## config.mk

```make
export PLATFORM = sky130hd
export DESIGN_NAME = alu_arbiter
export DESIGN_NICKNAME = d
export VERILOG_FILES = /design/src/rtl/alu_arbiter.sv
export SDC_FILE = /design/constraint.sdc
export NUM_CORES = 1
export LEC_CHECK = 0
export CELL_PAD_IN_SITES_DETAIL_PLACEMENT = 0
export CELL_PAD_IN_SITES_GLOBAL_PLACEMENT = 1
export CORE_MARGIN = 4
export CORE_UTILIZATION = 31
export DETAILED_ROUTE_END_ITERATION = 16
export PLACE_DENSITY = 0.81
export SYNTH_ARGS = -nofsm -noshare
export SYNTH_HDL_FRONTEND = slang
export SYNTH_SLANG_ARGS = --single-unit
```

## constraint.sdc

```tcl
create_clock -name clk -period 2.9 [get_ports clk]
set_clock_uncertainty 0.1 [all_clocks]
set_input_delay 0.58 -clock clk [delete_from_list [all_inputs] [get_ports clk]]
set_output_delay 0.58 -clock clk [all_outputs]
set_load 0.02 [all_outputs]
```

## src/rtl/alu_arbiter.sv

```systemverilog
// Round-robin arbiter sharing one combinational ALU between two requesters.
// Optional grant counters are enabled with `define ALU_ARB_STATS_EN.
module alu_arbiter #(
  parameter int W  = 8,
  parameter int SW = 3
) (
  input  logic          clk,
  input  logic          rst_n,
  input  logic [1:0]    req_valid,
  output logic [1:0]    req_ready,
  input  logic [2*W-1:0]  req_a,
  input  logic [2*W-1:0]  req_b,
  input  logic [1:0]    req_ci,
  input  logic [2*SW-1:0] req_s,
  output logic [1:0]    resp_valid,
  input  logic [1:0]    resp_ready,
  output logic [W:0]    resp_o,
  output logic          busy,
  output logic [W-1:0]  alu_a,
  output logic [W-1:0]  alu_b,
  output logic          alu_ci,
  output logic [SW-1:0] alu_s,
  input  logic [W:0]    alu_o
`ifdef ALU_ARB_STATS_EN
  ,
  output logic [15:0]   gnt_cnt0,
  output logic [15:0]   gnt_cnt1
`endif
);

  typedef enum logic [1:0] {
    S_IDLE,
    S_EXEC,
    S_RESP
  } state_t;

  state_t r_state;
  state_t w_nxt;

  logic          r_rr_last;
  logic          r_rsp_id;
  logic [1:0]    r_resp_valid;
  logic [W:0]    r_resp_o;
  logic [W-1:0]  r_alu_a;
  logic [W-1:0]  r_alu_b;
  logic          r_alu_ci;
  logic [SW-1:0] r_alu_s;

  logic          w_win;
  logic          w_acc;
  logic          w_rel;
  logic [W-1:0]  w_a;
  logic [W-1:0]  w_b;
  logic          w_ci;
  logic [SW-1:0] w_s;

  // On a tie the requester that did not win last time gets the grant
  always_comb begin
    w_win = req_valid[1];
    if (&req_valid)
      w_win = ~r_rr_last;
  end

  assign w_acc = (r_state == S_IDLE) && (|req_valid);
  assign w_rel = (r_state == S_RESP) && resp_ready[r_rsp_id];

  always_comb begin
    req_ready = 2'b00;
    if (w_acc)
      req_ready[w_win] = 1'b1;
  end

  assign w_a  = w_win ? req_a[2*W-1:W]   : req_a[W-1:0];
  assign w_b  = w_win ? req_b[2*W-1:W]   : req_b[W-1:0];
  assign w_ci = w_win ? req_ci[1]        : req_ci[0];
  assign w_s  = w_win ? req_s[2*SW-1:SW] : req_s[SW-1:0];

  always_comb begin
    w_nxt = r_state;
    unique case (r_state)
      S_IDLE:  if (w_acc) w_nxt = S_EXEC;
      S_EXEC:  w_nxt = S_RESP;
      S_RESP:  if (w_rel) w_nxt = S_IDLE;
      default: w_nxt = S_IDLE;
    endcase
  end

  always_ff @(posedge clk or negedge rst_n) begin
    if (!rst_n)
      r_state <= S_IDLE;
    else
      r_state <= w_nxt;
  end

  // All four ALU inputs load together so the ALU never sees a mixed operand set
  always_ff @(posedge clk or negedge rst_n) begin
    if (!rst_n) begin
      r_alu_a   <= '0;
      r_alu_b   <= '0;
      r_alu_ci  <= 1'b0;
      r_alu_s   <= '0;
      r_rsp_id  <= 1'b0;
      r_rr_last <= 1'b1;
    end else if (w_acc) begin
      r_alu_a   <= w_a;
      r_alu_b   <= w_b;
      r_alu_ci  <= w_ci;
      r_alu_s   <= w_s;
      r_rsp_id  <= w_win;
      r_rr_last <= w_win;
    end
  end

  always_ff @(posedge clk or negedge rst_n) begin
    if (!rst_n) begin
      r_resp_o     <= '0;
      r_resp_valid <= 2'b00;
    end else if (r_state == S_EXEC) begin
      r_resp_o     <= alu_o;
      r_resp_valid <= r_rsp_id ? 2'b10 : 2'b01;
    end else if (w_rel) begin
      r_resp_valid <= 2'b00;
    end
  end

`ifdef ALU_ARB_STATS_EN
  logic [15:0] r_cnt0;
  logic [15:0] r_cnt1;

  always_ff @(posedge clk or negedge rst_n) begin
    if (!rst_n) begin
      r_cnt0 <= '0;
      r_cnt1 <= '0;
    end else if (w_acc) begin
      if (!w_win && r_cnt0 != 16'hFFFF)
        r_cnt0 <= r_cnt0 + 16'd1;
      if (w_win && r_cnt1 != 16'hFFFF)
        r_cnt1 <= r_cnt1 + 16'd1;
    end
  end

  assign gnt_cnt0 = r_cnt0;
  assign gnt_cnt1 = r_cnt1;
`endif

  assign resp_valid = r_resp_valid;
  assign resp_o     = r_resp_o;
  assign busy       = (r_state != S_IDLE);
  assign alu_a      = r_alu_a;
  assign alu_b      = r_alu_b;
  assign alu_ci     = r_alu_ci;
  assign alu_s      = r_alu_s;

endmodule

```

### Yosys cells after proc, flatten, opt, wreduce, memory -nomap -nowiden

Index checks and enable logic that the tools add are counted.

| storage, ports and cells | value |
|---|---|
| flip-flop bits (word level) | 35 |
| input bits | 55 |

| operators by class | value |
|---|---|
| order comparisons | 3 |
| equality and inequality tests | 4 |
| mux-type cells | 15 |
| bitwise operators | 1 |
| reductions and logical operators | 9 |

Operators with widths:

| cell | number |
|---|---|
| $mux 8 | 2 |
| $mux 2 | 5 |
| $pmux 2 s3 | 1 |
| $mux 1 | 5 |
| $lt 1x2->1 const B | 2 |
| $ne 2x2->1 const B | 2 |
| $reduce_and 2->1 | 2 |
| $reduce_bool 2->1 | 2 |
| $logic_and 1x1->1 | 3 |
| $mux 3 | 1 |
| $eq 2x1->1 const B | 1 |
| $eq 2x2->1 const B | 1 |
| $logic_not 2->1 | 1 |
| $reduce_or 2->1 | 1 |
| $demux 1 s1 | 1 |
| $ge 1x1->1 const B | 1 |
| $not 1->1 | 1 |

### Logic depth before layout (Yosys ltp)

| logic depth | value |
|---|---|
| depth in word-level cells | 7 |
| depth in mapped cells | 4 |

### Worst setup path after synthesis

Ideal clock, no wire load.

| path | value |
|---|---|
| path type | input to output |
| from | input req_valid[1] |
| to | output req_ready[1] |
| arrival | 1.453 ns |
| data required time | 2.220 ns |
| slack | 0.767 ns |
| cell stages on the path | 3 |
| buffers on the path | 1 |
| path through | a21bo_4 buf_6 nor3_1 |

| on the way | value |
|---|---|
| word-level cells in the longest chain between the ends | 7 |
| elaborated cells between the ends (all ways) | 10 |

Ends and longest elaborated chain:

| element | line | text |
|---|---|---|
| from (decl) | 9 | `input logic [1:0] req_valid,` |
| $reduce_and 2->1 | 60 | `if (&req_valid)` |
| $mux 1 | 60 |  |
| $lt 1x2->1 (implied by the code) / $ge 1x1->1 (equally long branches) | 70 | `req_ready[w_win] = 1'b1;` |
| $logic_and 1x1->1 (implied by the code) | 70 |  |
| $mux 1 (implied by the code) | 70 |  |
| $demux 1 s1 | 70 |  |
| $mux 2 (*) | 69 | `if (w_acc)` |
| to (decl) | 10 | `output logic [1:0] req_ready,` |

Mark *: on every way between the ends. The rest lies on a longest branch, timed or not.

### Worst setup path after layout

| path | value |
|---|---|
| from | input req_valid[1] |
| to | output req_ready[0] |

The elaborated chain is that of the path after synthesis.

==> out/results.tsv <==
metric	value	unit
Fin Hold WS	0.277	ns
fmax	0.354	GHz
Antenna Nets Post-Route	0	
cell count after synthesis	113	
max-slew violation count	0	
Final Hold Fails	0	
DRC errors left	0	
endpoints failing setup	0	
Fillers	454	
drt via density	4.47	
routed len/inst	15.5	microns
Port Buf Inserts	88	
Largest stage delay, worst path	0.54	ns
Starting Density	31.9	%
CP top delay family	buffers and inverters	
CTS clk-pin slew, worst paths	0.06	ns
detailed placement HPWL	3390	microns
utilization after layout	52.6	%
status	completed	
P_leak	1.09	nW
Net Sw Frac	36.0	%
YS warnings	0	
CP startpoint kind	input pin	
multi-input logic area	692	sq um
Die Y	80.3	microns
post-synthesis compound-gate area fraction	5.41	%
most frequent CP cell	clkdlybuf4s50_1	
Synth Register Bits	35	
Worst EP required	2.22	ns
total power	0.00271	W
area of the mapped netlist	1620	sq um
DRT Pass-1 Iters	4	
Worst slew margin	48.1	%
ratio of cells with drive above 1 in the final layout	31.0	%
vias	1251	
largest net degree at the start of global routing	36	
vias in the first global route	1400	
Area growth, synth to finish	64.8	%
combinational share of power	55.0	%
power density over the cells	1020	nW/um^2
initial antenna violation count	0	
minimum clock period	2.82	ns
max cap viols	0	
xor/xnor share of the synthesized area	0	%
ANT cells	0	
Critical Path AT	2.14	ns
clk_lat worst skew	0.28	ns
largest family of logic cells by synthesized area	multiplexers	
initial DRC count	57	
global route total overflow	0	
Sink Count	35	
core outline area	5070	sq um
share of power burned in registers	32.8	%
worst min path class	in2async	
Num CTS Buffers	5	
Clock power frac	12.2	%
first-pass GRT wire length	6740	microns
Final TNS setup	0	ns
GRT Util Overall	14.0	%
H-tree depth	2	
Worst setup EP type	primary output	
Peak VDD IR	0.000398	V
Final Cycle Share	97.3	%
CP max-delay cell	clkdlybuf4s50_1	
Root Driver	clkbuf_8	
total die area	6440	sq um
GP Congestion	0.708	
Post-Synth Adder-Cell Area	0	%
crit-path cells	clkdlybuf4s50_1 -> a21bo_4 -> buf_4 -> nor2b_1 -> clkdlybuf4s50_1	
register area	877	sq um
Least-Margin Pin Slew	0.779	ns
synth unique cells	23	
sequential area share after synthesis	54.2	%
Mapped Nets	168	
Clock Path Buffers	2	
RSZ-0062 raised after global routing	false	
Post-Synth Simple-Gate Area	3.01	%
Total Nets Final	264	
WL final	4330	microns
CTS tree	yes	
WS Path Type	in2out	
postcts setup bufs	0	
Buffers & Inverters on Critical Path	3	
Site Rows	26	
Die X	80.3	microns
P_int	0.00174	W
mux cell area share after synthesis	34.1	%
Top Ports	89	
P_sw	0.000975	W
Syn Area/Cell	14.3	sq um
worst-path fanout max	3	
worst paths after layout:
kind,from,end,slack [ns],cells after the start
worst max register to register,r_rr_last$_DFFE_PN1P_,alu_s[0]$_DFFE_PN0P_,1.14,5
worst max-delay path,req_valid[1],req_ready[0],0.08,5
worst min-delay path,rst_n,resp_o[4]$_DFFE_PN0N_,0.28,1
max in group asynchronous,rst_n,alu_a[4]$_DFFE_PN0P_,1.93,1
min in group clk,alu_a[6]$_DFFE_PN0P_,alu_a[6]$_DFFE_PN0P_,0.40,1
worst min register to register,alu_a[6]$_DFFE_PN0P_,alu_a[6]$_DFFE_PN0P_,0.40,1
registers in the layout, summed over array words and instances, names as in the netlist:
| register | flops |
|---|---|
| resp_o | 9 |
| alu_a | 8 |
| alu_b | 8 |
| alu_s | 3 |
| r_state | 2 |
| resp_valid | 2 |
| alu_ci | 1 |
| r_rr_last | 1 |
| r_rsp_id | 1 |
power by group through the flow:
stage	clock, W	sequential (W)	combinational, W
floorplan	0	0.00116	0.000562
detailed placement	0	0.000902	0.00152
global placement	0	0.000886	0.00148
CTS	0.000352	0.000892	0.00152
global route	0.000368	0.000926	0.00159
finish	0.000331	0.000890	0.00149
per-layer routing:
layer | global-route usage [%] | vias to the layer above | wire (microns) | share of wire, %
met5 | 0 | - | 0 | 0
met4 | 5.07 | 0 | 68 | 1.6
met3 | 4.71 | 6 | 327 | 7.6
met2 | 23.9 | 57 | 2200 | 51
met1 | 16.1 | 593 | 1740 | 40
li1 | - | 595 | - | -
per-stage QoR:
step           setup slack (ns)  instance area (sq um)  cells
2_1_floorplan             0.767                   1620    113
3_5_place_dp             0.0192                   2590    272
5_1_grt                  0.0445                   2670    280
6_report                 0.0773                   2670    280
3_3_place_gp           -0.00169                   2590    272
4_1_cts                  0.0851                   2670    280
synthesized netlist by cell type:
| master | count | area, sq um |
|---|---|---|
| buf_6 | 2 | 22.5 |
| nand3b_1 | 1 | 7.51 |
| mux2_1 | 1 | 11.3 |
| mux2_2 | 48 | 541 |
| a311oi_1 | 1 | 8.76 |
| a21o_1 | 1 | 7.51 |
| o21ai_0 | 1 | 5.00 |
| nor3_1 | 1 | 5.00 |
| inv_1 | 3 | 11.3 |
| a21bo_2 | 1 | 10.0 |
| dfrtp_1 | 34 | 851 |
| nand2_1 | 2 | 7.51 |
| buf_2 | 1 | 5.00 |
| nor2b_1 | 3 | 18.8 |
| a221oi_1 | 1 | 8.76 |
| a31oi_1 | 1 | 6.26 |
| a21oi_1 | 4 | 20.0 |
| o21ai_1 | 1 | 5.00 |
| buf_4 | 2 | 15.0 |
| a21bo_4 | 1 | 16.3 |
| nor2_1 | 1 | 3.75 |
| dfstp_2 | 1 | 26.3 |
| nand2b_1 | 1 | 6.26 |
cell type report:
type	instances	area share [%]
inverter	3	0.422
clock buffer	7	2.86
clock inverter	1	0.188
multi-input combinational	70	25.9
timing repair buffer	94	34.5
tap	70	3.28
sequential	35	32.9
repair_timing:
item | CTS | global route
gates resized for setup | 1 | 0
setup endpoints to repair | 1 | 0
hold buffers | 0 | 0
cell usage in the layout, fill, tap and decap left out, types with 2 or more instances in the layout:
cell type	netlist	final
clkbuf_1	0	2
clkbuf_8	0	5
nand2_1	2	2
mux2_2	48	48
a21oi_1	4	4
inv_1	3	3
buf_4	2	6
nor2b_1	3	3
dfrtp_1	34	34
clkdlybuf4s50_1	0	86
logic make-up after synthesis:
group | after synthesis
muxes | 49
DFF | 35
AOI/OAI and AO/OA | 12
and+or+nand+nor | 9
buffers and inverters | 8
Power figures use the tool's default switching activity.
